$ cat config.mk
export PLATFORM = sky130hd
export DESIGN_NAME = vram_line_fetcher
export DESIGN_NICKNAME = d
export VERILOG_FILES = /design/src/rtl/vram_fetch_pkg.sv /design/src/rtl/vram_line_fetcher_fifo.sv /design/src/rtl/vram_line_fetcher.sv
export SDC_FILE = /design/constraint.sdc
export NUM_CORES = 1
export LEC_CHECK = 0
export CORE_AREA = 3 3 162 164
export CTS_CLUSTER_DIAMETER = 200
export CTS_CLUSTER_SIZE = 16
export DETAILED_ROUTE_END_ITERATION = 10
export DIE_AREA = 0 0 165 167
export GPL_TIMING_DRIVEN = 0
export SYNTH_ARGS = -nofsm -noshare
export SYNTH_HDL_FRONTEND = slang
export SYNTH_SLANG_ARGS = --single-unit
$ cat constraint.sdc
create_clock -name clk_sys -period 3.5 [get_ports clk_sys]
set_input_delay 0.7 -clock clk_sys [delete_from_list [all_inputs] [get_ports clk_sys]]
set_output_delay 0.7 -clock clk_sys [all_outputs]
set_load 0.01 [all_outputs]
$ cat src/rtl/vram_fetch_pkg.sv
// Shared types and width helpers for the VRAM line fetcher.
// Holds the fetch FSM encoding and default-derived widths.
package vram_fetch_pkg;

  typedef enum logic [1:0] {
    IDLE  = 2'd0,
    FETCH = 2'd1,
    DRAIN = 2'd2
  } fetch_state_t;

  localparam int LINE_BYTES_DEF = 40;
  localparam int FIFO_DEPTH_DEF = 16;
  localparam int FIFO_AW = $clog2(FIFO_DEPTH_DEF);
  localparam int CNT_W   = $clog2(LINE_BYTES_DEF + 1);

  function automatic int aw_of(input int depth);
    return $clog2(depth);
  endfunction

  function automatic int cnt_w_of(input int n);
    return $clog2(n + 1);
  endfunction

endpackage

$ cat src/rtl/vram_line_fetcher_fifo.sv
// First-word-fall-through line FIFO between RAM return and pixel shifter.
// Ports: clk_sys/reset, flush, push/din, pop/dout, empty, count.
module sync_fifo_fwft
  import vram_fetch_pkg::*;
#(
  parameter int DATA_W = 8,
  parameter int DEPTH  = 16
) (
  input  logic                   clk_sys,
  input  logic                   reset,
  input  logic                   flush,
  input  logic                   push,
  input  logic [DATA_W-1:0]      din,
  input  logic                   pop,
  output logic [DATA_W-1:0]      dout,
  output logic                   empty,
  output logic [aw_of(DEPTH):0]  count
);

  localparam int AW = aw_of(DEPTH);
  localparam logic [AW:0] FULL = (AW+1)'(DEPTH);

  logic [DATA_W-1:0] mem_q [DEPTH];
  logic [AW-1:0] wr_ptr_q, wr_ptr_d;
  logic [AW-1:0] rd_ptr_q, rd_ptr_d;
  logic [AW:0]   cnt_q, cnt_d;
  logic          do_push, do_pop;

  always_comb begin
    do_pop   = pop & (cnt_q != '0);
    do_push  = push & ((cnt_q != FULL) | do_pop);
    wr_ptr_d = wr_ptr_q;
    rd_ptr_d = rd_ptr_q;
    cnt_d    = cnt_q;
    if (flush) begin
      wr_ptr_d = '0;
      rd_ptr_d = '0;
      cnt_d    = '0;
    end else begin
      if (do_push) wr_ptr_d = wr_ptr_q + AW'(1);
      if (do_pop)  rd_ptr_d = rd_ptr_q + AW'(1);
      if (do_push & ~do_pop) cnt_d = cnt_q + (AW+1)'(1);
      if (do_pop & ~do_push) cnt_d = cnt_q - (AW+1)'(1);
    end
  end

  always_ff @(posedge clk_sys) begin
    if (reset) begin
      wr_ptr_q <= '0;
      rd_ptr_q <= '0;
      cnt_q    <= '0;
    end else begin
      wr_ptr_q <= wr_ptr_d;
      rd_ptr_q <= rd_ptr_d;
      cnt_q    <= cnt_d;
    end
  end

  always_ff @(posedge clk_sys) begin
    if (do_push & ~flush & ~reset) mem_q[wr_ptr_q] <= din;
  end

  assign empty = (cnt_q == '0);
  assign count = cnt_q;
  // Drive zero when empty so nothing stale leaks out after reset/flush.
  assign dout  = empty ? '0 : mem_q[rd_ptr_q];

endmodule

$ cat src/rtl/vram_line_fetcher.sv
// Scan-line fetcher: reads LINE_BYTES bytes from line_base via RAM port B
// into a FWFT FIFO feeding the pixel shifter; flags overrun/underrun.
module vram_line_fetcher
  import vram_fetch_pkg::*;
#(
  parameter int ADDR_W     = 10,
  parameter int DATA_W     = 8,
  parameter int LINE_BYTES = 40,
  parameter int FIFO_DEPTH = 16
) (
  input  logic              clk_sys,
  input  logic              reset,
  input  logic              line_start,
  input  logic [ADDR_W-1:0] line_base,
  output logic [ADDR_W-1:0] ram_addr,
  output logic              ram_rd,
  input  logic [DATA_W-1:0] ram_q,
  output logic [DATA_W-1:0] pix_data,
  output logic              pix_valid,
  input  logic              pix_ready,
  output logic              busy,
  output logic              overrun,
  output logic              underrun
);

  localparam int FAW = aw_of(FIFO_DEPTH);
  localparam int CW  = cnt_w_of(LINE_BYTES);
  localparam logic [CW-1:0]  LAST  = CW'(LINE_BYTES - 1);
  localparam logic [FAW+1:0] LIMIT = (FAW+2)'(FIFO_DEPTH);

  fetch_state_t      state_q, state_d;
  logic [ADDR_W-1:0] base_q, base_d;
  logic [ADDR_W-1:0] addr_q, addr_d;
  logic [CW-1:0]     issued_q, issued_d;
  logic              inflight_q, inflight_d;
  logic              overrun_q, overrun_d;
  logic              underrun_q, underrun_d;

  logic [FAW:0]      fifo_count;
  logic [FAW+1:0]    credit_used;
  logic              fifo_empty;
  logic              busy_w, restart, issue;

  assign busy_w  = (state_q != IDLE);
  assign restart = line_start & busy_w;

  // Count the in-flight byte so its push can never hit a full FIFO.
  assign credit_used = {1'b0, fifo_count} + {{(FAW+1){1'b0}}, inflight_q};
  assign issue = (state_q == FETCH) & (credit_used < LIMIT)
               & ~line_start & ~reset;

  always_comb begin
    state_d    = state_q;
    base_d     = base_q;
    addr_d     = addr_q;
    issued_d   = issued_q;
    inflight_d = issue;
    overrun_d  = overrun_q;
    underrun_d = underrun_q;

    if (issue) begin
      addr_d   = base_q + ADDR_W'(issued_q);
      issued_d = issued_q + CW'(1);
    end

    unique case (state_q)
      IDLE: begin
        if (line_start) begin
          base_d   = line_base;
          issued_d = '0;
          state_d  = FETCH;
        end
      end
      FETCH: begin
        if (issue && issued_q == LAST) state_d = DRAIN;
      end
      DRAIN: begin
        if (!inflight_q) state_d = IDLE;
      end
      default: state_d = IDLE;
    endcase

    if (restart) begin
      base_d    = line_base;
      issued_d  = '0;
      state_d   = FETCH;
      overrun_d = 1'b1;
    end

    if (pix_ready & busy_w & fifo_empty) underrun_d = 1'b1;
  end

  always_ff @(posedge clk_sys) begin
    if (reset) begin
      state_q    <= IDLE;
      base_q     <= '0;
      addr_q     <= '0;
      issued_q   <= '0;
      inflight_q <= 1'b0;
      overrun_q  <= 1'b0;
      underrun_q <= 1'b0;
    end else begin
      state_q    <= state_d;
      base_q     <= base_d;
      addr_q     <= addr_d;
      issued_q   <= issued_d;
      inflight_q <= inflight_d;
      overrun_q  <= overrun_d;
      underrun_q <= underrun_d;
    end
  end

  // A restart drops the returning byte of the abandoned line.
  sync_fifo_fwft #(
    .DATA_W (DATA_W),
    .DEPTH  (FIFO_DEPTH)
  ) u_fifo (
    .clk_sys (clk_sys),
    .reset   (reset),
    .flush   (restart),
    .push    (inflight_q & ~restart),
    .din     (ram_q),
    .pop     (pix_ready),
    .dout    (pix_data),
    .empty   (fifo_empty),
    .count   (fifo_count)
  );

  assign ram_rd    = issue;
  assign ram_addr  = addr_d;
  assign pix_valid = ~fifo_empty;
  assign busy      = busy_w;
  assign overrun   = overrun_q;
  assign underrun  = underrun_q;

endmodule

# ---- After elaboration in Yosys (flattened, before gate mapping)
# Memory sizes are Yosys's and may differ from the RTL's. A register that Yosys moved wholly into a read port is not among the register bits.
# Index checks and enable logic that the tools add are counted.
dict set report totals {
  elab_cells 81
  n_memories 1
  mem_bits_rw 128
  ff_bits 44
  output_inout_bits 23
  input_bits 22
}
# name words width read_ports rd_ports_with_merged_regs wr line_no
set memory_table {}
lappend memory_table {u_fifo.mem_q 16 8 1 1 1 vram_line_fetcher_fifo.sv:23} ;# logic [DATA_W-1:0] mem_q [DEPTH];
dict set report classes {
  order_cmp 1
  n_addsub 7
  mux 19
  n_bitwise 20
  reduce_logical 12
  n_eq_ne 10
}
# cell count
set ops {}
lappend ops {{10-bit 2-to-1 mux} 4}
lappend ops {{6-bit 2-to-1 mux} 3}
lappend ops {{1-bit AND} 13}
lappend ops {{10-bit by 6-bit adder with 10-bit output} 1}
lappend ops {{5-bit 2-to-1 mux} 2}
lappend ops {{4-bit by 1-bit adder with 4-bit output, second input constant} 2}
lappend ops {{4-bit 2-to-1 mux} 2}
lappend ops {{8-bit 2-to-1 mux} 1}
lappend ops {{2-bit nonzero test} 4}
lappend ops {{5-bit by 1-bit adder with 6-bit output} 1}
lappend ops {{6-bit by 1-bit adder with 6-bit output, second input constant} 1}
lappend ops {{6-bit equality test, second input constant} 1}
lappend ops {{6-bit by 5-bit < comparator with 1-bit output, second input constant} 1}
lappend ops {{2-bit 2-to-1 mux} 3}
lappend ops {{3-bit by 2-bit inequality test with 1-bit output, second input constant} 2}
lappend ops {{1-bit NOT} 6}
lappend ops {{2-bit one-hot mux with 3 select lines} 1}
lappend ops {{3-bit AND reduction} 2}
lappend ops {{5-bit by 1-bit adder with 5-bit output, second input constant} 1}
lappend ops {{5-bit logical NOT} 1}
lappend ops {{5-bit inequality test, second input constant} 1}
lappend ops {{5-bit nonzero test} 1}
lappend ops {{5-bit by 1-bit subtractor with 5-bit output, second input constant} 1}
lappend ops {{2-bit inequality test, second input constant} 2}
lappend ops {{other kinds (10)} 12}

# ---- Longest topological paths before layout
# Gate-level depths: netlist of the first run.
dict set report depth {
  depth_word 9
  mapped_depth 9
  mapped_depth_nobuf 8
}

# ---- Cells and area by module
# A second synthesis of the first run with hierarchy kept.
dict set report hier_totals {
  cells_unflattened 508
  hier_area_um2 7500.9
}
# mod cells_each area_per_inst_um2 instances
set modules_own_cells {}
lappend modules_own_cells {sync_fifo_fwft 331 5914.4 1}
lappend modules_own_cells {vram_line_fetcher 177 1586.5 1}

# ---- Worst setup path after synthesis of the first run
# Ideal clock, no wire load.
dict set report synth_timing {
  kind {input to output}
  start {in line_start}
  end {out ram_addr[7]}
  path_stages 8
  n_path_buf 3
  slack_ns 0.425
  t_required_ns 2.800
  arrival_time_ns 2.375
  cell_sequence {buf_2 or4b_4 a211o_1 buf_6 inv_2 buf_2 nor2_1 a31oi_1}
}
dict set report synth_between {
  elab_chain_len 4
}
# item line_no
set synth_lines {}
lappend synth_lines {{start: declaration} vram_line_fetcher.sv:13} ;# input logic line_start,
lappend synth_lines {{1-bit NOT} vram_line_fetcher.sv:50} ;# & ~line_start & ~reset;
lappend synth_lines {{1-bit AND (2 in a row)} vram_line_fetcher.sv:50}
lappend synth_lines {{net ram_rd} vram_line_fetcher.sv:16} ;# output logic ram_rd,
lappend synth_lines {{10-bit 2-to-1 mux} vram_line_fetcher.sv:61} ;# if (issue) begin
lappend synth_lines {{end: declaration} vram_line_fetcher.sv:15} ;# output logic [ADDR_W-1:0] ram_addr,
# The timed path passes the listed nets, and every way through them passes these cells.

# ---- Final worst setup path of the first run
dict set report layout_timing {
  start {in reset}
  end {out ram_addr[5]}
}
dict set report layout_between {
  elab_chain_len 3
}
# item line_no
set layout_lines {}
lappend layout_lines {{start: declaration} vram_line_fetcher.sv:12} ;# input logic reset,
lappend layout_lines {{1-bit NOT} vram_line_fetcher.sv:50}
lappend layout_lines {{1-bit AND} vram_line_fetcher.sv:50}
lappend layout_lines {{10-bit 2-to-1 mux} vram_line_fetcher.sv:61}
# No other way between the ends.

==> results of run 1 <==
stage by stage:
stage	instances	setup slack (ns)	util
2_1_floorplan	488	0.425	-
3_3_place_gp	861	-0.582	0.330
3_5_place_dp	861	-0.613	0.330
4_1_cts	893	-0.000190	0.355
5_1_grt	892	-0.0127	0.358
6_report	892	0.0681	0.358
sequential cells by signal, summed over array words and instances (netlist names), 2 cells and up, named ones only:
signal / flops
state_q: 2
u_fifo.mem_q: 128
u_fifo.rd_ptr_q: 4
u_fifo.wr_ptr_q: 4
addr_q: 10
base_q: 10
u_fifo.count: 5
issued_q: 6
routing by layer:
layer	vias to the layer above	track usage	wire, um
li1	2040	-	-
met1	2230	0.160	7180
met2	97	0.193	7660
met3	20	0.0321	749
met4	0	0.0419	264
met5	-	0	0
final timing paths:
kind                    from               to  slack, ns
min                addr_q[3]        addr_q[3]       0.46
max reg2reg  u_fifo.count[4]  u_fifo.count[4]       0.43
max                    reset      ram_addr[5]       0.07
min reg2reg        addr_q[3]        addr_q[3]       0.46
worst max-delay path: stages:
cell	delay (ns)
dlygate4sd2_1	0.30
or4b_4	0.51
a211o_1	0.32
buf_6	0.16
clkbuf_4	0.19
o31ai_2	0.27
clkdlybuf4s15_1	0.28
logic make-up after synthesis:
kind of cell | synth area share
xor+xnor | 0.00944
flops | 0.647
mux | 0.141
fa+ha+maj | 0.0307
buf+inv | 0.0219
simple gates | 0.0759
compound gates | 0.0740
final cells by class:
class | count | area share
sequential | 176 | 0.536
multi-input combinational | 272 | 0.284
clock buffer | 18 | 0.0479
timing repair buffer | 44 | 0.0479
tap | 330 | 0.0461
clock inverter | 14 | 0.0166
buffer | 19 | 0.0129
inverter | 19 | 0.00866
power breakdown:
part | leakage [nW] | internal (mW) | switching (mW)
Combinational | 1.20 | 0.537 | 0.548
Clock | 0.282 | 1.01 | 0.859
Sequential | 1.54 | 2.28 | 0.0731
Total | 3.03 | 3.82 | 1.48
what timing repair did:
| action | in CTS | in global routing |
|---|---|---|
| pin swaps | 0 | 1 |
| endpoints found under the setup margin | 19 | 16 |
| hold buffers | 0 | 0 |
| setup buffers | 0 | 1 |
| gates resized for setup | 30 | 24 |
Yosys cell counts, types with 6 or more instances:
| master | number |
|---|---|
| clkbuf_1 | 12 |
| a211oi_1 | 6 |
| xnor2_1 | 6 |
| and2_1 | 12 |
| o22ai_1 | 8 |
| mux2i_1 | 30 |
| inv_1 | 17 |
| ha_1 | 15 |
| edfxtp_1 | 128 |
| nor2_1 | 36 |
| a21oi_1 | 15 |
| dfxtp_1 | 48 |
| nand2_1 | 16 |
| mux4_2 | 32 |
| nand3_1 | 7 |
==> key figures, run 1 <==
Critical path
  – Crit start category: primary input
  – WP data required: 2.80 ns
  – CP Capture Type: output port
  – Critical path type: in -> out
  – Critical Path Fanout Max: 10
  – Data arrival, critical path: 2.73 ns
  – Worst r2r path cells: 8

Clock network
  – Clk sinks: 176
  – CTS H-Tree Depth: 4
  – Reg clk slew, reported paths: 0.07 ns
  – Worst skew pair latency: 0.43 ns
  – CTS buffer count: 17
  – CTS Buffer Depth: 2
  – CTS root buf: clkbuf_16
  – CTS tree: built

STA
  – Minimum clock period: 3.43 ns
  – Slew Viols, Final: 0
  – Clock skew: 0.0102 ns
  – Hold WS: 0.464 ns
  – Slew headroom: 0.400
  – Setup TNS: 0 ns
  – Max Freq: 0.291 GHz
  – Final worst-path cycle share: 0.981
  – Final setup fails: 0
  – Worst-Margin Slew: 0.896 ns
  – Hold Violations, Final: 0

Detailed routing
  – DR vias/cell: 4.92
  – Drt first pass iters: 4
  – DR iter-0 viols: 294
  – DR vias: 4387
  – Post-DRT Antenna Nets: 0
  – Remaining DRCs: 0
  – Per-cell routed wire length: 17.8 um
  – DRT Wirelength: 15900 um

Finish
  – Final net count: 588
  – Layout area overhead: 20.7%
  – Most frequent cells in the layout: 128 x edfxtp_1, 48 x dfxtp_1, 36 x nor2_1, 32 x mux4_2, 31 x clkdlybuf4s50_1
  – Diodes inserted: 0
  – Most common cell after layout, fill and taps aside: edfxtp_1
  – Final instance area: 0.00896 mm2
  – Share of cells above drive strength 1: 0.173
  – Multi-input logic area: 0.00254 mm2
  – Fillers: 2398
  – Register area: 0.00480 mm2

Power and ir drop
  – Overall power: 5.30 mW
  – PwrDens: 592 mW/mm2
  – Pleak: 3.03 nW
  – Peak VDD IR: 0.000353 V

Floorplanning
  – # IOs: 45
  – Area of the core: 0.0250 mm2
  – Chip height: 167 um
  – Die ar.: 0.0276 mm2
  – Die Wd: 165 um
  – Initial Utilization: 0.296
  – Num rows: 58

Global routing
  – Initial antenna violation count: 0
  – First-pass GRT wire length: 25500 um
  – Vias in the first global route: 4627
  – Pin count of the biggest net entering global routing: 18
  – GRT overflow: 0
  – GRT Overall Usage: 0.121

Synth
  – Synth Instances: 488
  – Avg Cell Area, Syn: 15.2 um2
  – Flops & latches, synth: 176
  – Syn_nets: 527
  – Area contributors post-synth: edfxtp_1 52%, dfxtp_1 13%, mux4_2 9.7%
  – Ys Warns: 0
  – Main synth FF type: edfxtp_1
  – Post-synth EDFFs: 128
  – Synth top area share: 0.518
  – Synth cell types: 60
  – Post-synth top area cell: edfxtp_1
  – Post-synth ARST share: 0
  – Register area share after synthesis: 0.647
  – Mapped cell area: 0.00742 mm2

Place
  – HPWL after DPL: 10800 um
  – Port Buffer Count: 43
  – Routability cong.: 0.809
  – Placed cell areas: 0.00826 mm2

Status
  – Status: completed

Job
  – Max_cap viols: 0

Worst hold path
  – Hold Path Class: reg -> reg
  – Hold depth: 2
(Power assumes the default switching activity.)
==> inputs of run 2 (changes only) <==
--- a/config.mk
+++ b/config.mk
@@ -5,11 +5,11 @@
 export SDC_FILE = /design/constraint.sdc
 export NUM_CORES = 1
 export LEC_CHECK = 0
-export CORE_AREA = 3 3 162 164
+export CORE_AREA = 3 3 133 135
 export CTS_CLUSTER_DIAMETER = 200
 export CTS_CLUSTER_SIZE = 16
 export DETAILED_ROUTE_END_ITERATION = 10
-export DIE_AREA = 0 0 165 167
+export DIE_AREA = 0 0 136 138
 export GPL_TIMING_DRIVEN = 0
 export SYNTH_ARGS = -nofsm -noshare
 export SYNTH_HDL_FRONTEND = slang
==> key figures, run 2 (synthesized netlist as in run 1, its figures left out) <==
Status
  – Status: completed (unchanged)

Critical path
  – Largest stage delay, worst path: 0.44 ns (was 0.51 ns)
  – CP bufs+invs: 1 (was 4)
  – Critical path type: reg -> out (was in -> out)
  – Critical Path Fanout Max: 4 (was 10)
  – CP Cell Sequence: ha_1, fa_1, a211o_1, a211oi_4, o311a_1, nor3_1, dlygate4sd2_1 (was dlygate4sd2_1, or4b_4, a211o_1, buf_6, clkbuf_4, o31ai_2, clkdlybuf4s15_1)
  – Delay-heaviest family, CP: compound AO/OA/AOI/OAI gates (was buffers and inverters)
  – Worst path slowest cell: fa_1 (was or4b_4)
  – Data arrival, critical path: 2.68 ns (was 2.73 ns)
  – Critical R2R Launch: u_fifo.count[4] (unchanged)
  – Reg2reg setup slack: 0.50 ns (was 0.43 ns)
  – RR Endpoint: u_fifo.count[4] (unchanged)
  – WP data required: 2.80 ns (about the same)
  – CP Capture Type: output port (unchanged)
  – Worst r2r path cells: 8 (unchanged)
  – Crit start category: register (was primary input)

Floorplanning
  – # IOs: 45 (unchanged)
  – Die Wd: 136 um (was 165 um)
  – Num rows: 47 (was 58)
  – Initial Utilization: 0.447 (was 0.296)
  – Chip height: 138 um (was 167 um)
  – Die ar.: 0.0188 mm2 (was 0.0276 mm2)
  – Area of the core: 0.0166 mm2 (was 0.0250 mm2)

Global routing
  – GRT overflow: 0 (unchanged)
  – Initial antenna violation count: 0 (unchanged)
  – Global routing's busiest layer: met2 (unchanged)
  – GRT Overall Usage: 0.165 (was 0.121)
  – GR Layer Usage met3: 0.0454 (was 0.0321)
  – Vias in the first global route: 4403 (was 4627)
  – First-pass GRT wire length: 23800 um (was 25500 um)
  – Met2 usage: 0.267 (was 0.193)
  – Pin count of the biggest net entering global routing: 17 (was 18)
  – Met1 layer usage reported by global route: 0.220 (was 0.160)

Detailed routing
  – Remaining DRCs: 0 (unchanged)
  – DR iter-0 viols: 238 (was 294)
  – Post-DRT Antenna Nets: 0 (unchanged)
  – DR vias/cell: 5.51 (was 4.92)
  – DR vias: 4302 (was 4387)
  – DRT Wirelength: 14700 um (was 15900 um)
  – Drt first pass iters: 4 (unchanged)
  – Per-cell routed wire length: 18.9 um (was 17.8 um)

Clock network
  – CTS buffer count: 17 (unchanged)
  – Worst skew pair latency: 0.42 ns (was 0.43 ns)
  – CTS H-Tree Depth: 4 (unchanged)
  – CTS root buf: clkbuf_16 (unchanged)
  – Reg clk slew, reported paths: 0.07 ns (about the same)
  – CTS Buffer Depth: 2 (unchanged)
  – CTS tree: built (unchanged)
  – Clk sinks: 176 (unchanged)

STA
  – Final worst-path cycle share: 0.966 (was 0.981)
  – Hold WS: 0.473 ns (was 0.464 ns)
  – Max Freq: 0.296 GHz (was 0.291 GHz)
  – Minimum clock period: 3.38 ns (was 3.43 ns)
  – Worst-Margin Slew: 0.813 ns (was 0.896 ns)
  – Setup WS post-layout: 0.120 ns (was 0.0681 ns)
  – Final setup fails: 0 (unchanged)
  – Unrepaired setup endpoints after global routing: no
  – Clock skew: 0.0111 ns (was 0.0102 ns)
  – Hold Violations, Final: 0 (unchanged)
  – Slew Viols, Final: 0 (unchanged)
  – Slew headroom: 0.456 (was 0.400)
  – Setup TNS: 0 ns (unchanged)

Power and ir drop
  – Peak VDD IR: 0.000362 V (was 0.000353 V)
  – Overall power: 5.26 mW (was 5.30 mW)
  – PwrDens: 599 mW/mm2 (was 592 mW/mm2)
  – Pleak: 2.99 nW (was 3.03 nW)
  – Sequential Power Share: 0.447 (was 0.443)
  – Clock Power Share: 0.353 (was 0.352)
  – NetSw: 1.39 mW (was 1.48 mW)
  – Sw Ratio: 0.265 (was 0.279)
  – Internal: 3.87 mW (was 3.82 mW)
  – Logic pwr share: 0.200 (was 0.205)

Finish
  – Layout area overhead: 18.4% (was 20.7%)
  – Most frequent cells in the layout: 128 x edfxtp_1, 48 x dfxtp_1, 36 x nor2_1, 32 x mux4_2, 31 x clkdlybuf4s50_1 (unchanged)
  – Non-Filler Instances: 781 (was 892)
  – Fillers: 1419 (was 2398)
  – Final core utilization: 0.530 (was 0.358)
  – Diodes inserted: 0 (unchanged)
  – Final instance area: 0.00879 mm2 (was 0.00896 mm2)
  – Most common cell after layout, fill and taps aside: edfxtp_1 (unchanged)
  – Share of cells above drive strength 1: 0.168 (was 0.173)
  – Most flop-heavy register: u_fifo.mem_q (unchanged)
  – Biggest regs: u_fifo.mem_q x128, addr_q x10, base_q x10 (unchanged)
  – Final net count: 587 (was 588)
  – Max reg flops: 128 (unchanged)

Place
  – Placed Instances: 751 (was 861)
  – Routability cong.: 0.809 (about the same)
  – HPWL after DPL: 10200 um (was 10800 um)
  – Port Buffer Count: 43 (unchanged)
  – Pre-CTS WS: -0.544 ns (was -0.613 ns)
  – Placed cell areas: 0.00813 mm2 (was 0.00826 mm2)

Worst hold path
  – Hold Path Sink: addr_q[3] (unchanged)
  – Hold Startpoint: addr_q[3] (unchanged)
  – Hold Path Class: reg -> reg (unchanged)
  – Hold depth: 2 (unchanged)

Job
  – Max_cap viols: 0 (unchanged)
run 2: cell count changes in the layout (fill, tap and decap cells not counted), moves of 2 or more:
cell and change:
clkbuf_2 -4, inv_8 -2, dlygate4sd2_1 +2, clkdlybuf4s15_1 -2, buf_2 +2
run 2: worst max path at each step:
stage,startpoint,to,slack (ns),cells past startpoint
3_5_place_dp,reset,ram_addr[7],-0.54,9
3_3_place_gp,reset,ram_addr[7],-0.57,9
2_1_floorplan,line_start,ram_addr[7],0.43,8
6_report,issued_q[0],ram_addr[8],0.12,7
4_1_cts,register,pix_data[6],0.0003,6
5_1_grt,u_fifo.count[4],pix_data[7],0.005,5
run 2: worst reg2reg max path, cell delays in order, from the launching register on:
cell        delay (ns)
dfxtp_1           0.51
clkinvlp_4        0.28
a221oi_2          0.69
inv_1             0.23
fa_1              0.46
nand2b_1          0.16
a21oi_1           0.18
mux2i_1           0.23
mux2i_1           0.18
run 2: power groups by stage:
stage | Combinational [mW] | Clock (mW) | Sequential, mW
finish | 1.05 | 1.86 | 2.35
CTS | 1.08 | 1.89 | 2.33
floorplan | 0.678 | 0 | 2.36
global route | 1.15 | 1.99 | 2.36
detailed placement | 1.06 | 0 | 2.38
global placement | 1.03 | 0 | 2.38
run 2: timing repair:
item,in CTS,in global routing
gates resized for setup,37,10
setup buffers,0,0
pin swaps,1,0
endpoints found under the setup margin,19,12
hold buffers,0,0
run 2: area by class of cell:
class                      count  area [um2]  share of cell area
multi-input combinational    272        2520               0.287
tap                          220         275              0.0313
clock buffer                  17         425              0.0484
inverter                      19        77.6             0.00883
sequential                   176        4800               0.547
clock inverter                15         158              0.0179
buffer                        19         109              0.0124
timing repair buffer          43         418              0.0476
run 2: routing by layer:
metal	wire length, um	vias up
met4	194	0
met1	6550	2168
li1	-	2029
met3	674	18
met5	0	-
met2	7330	87
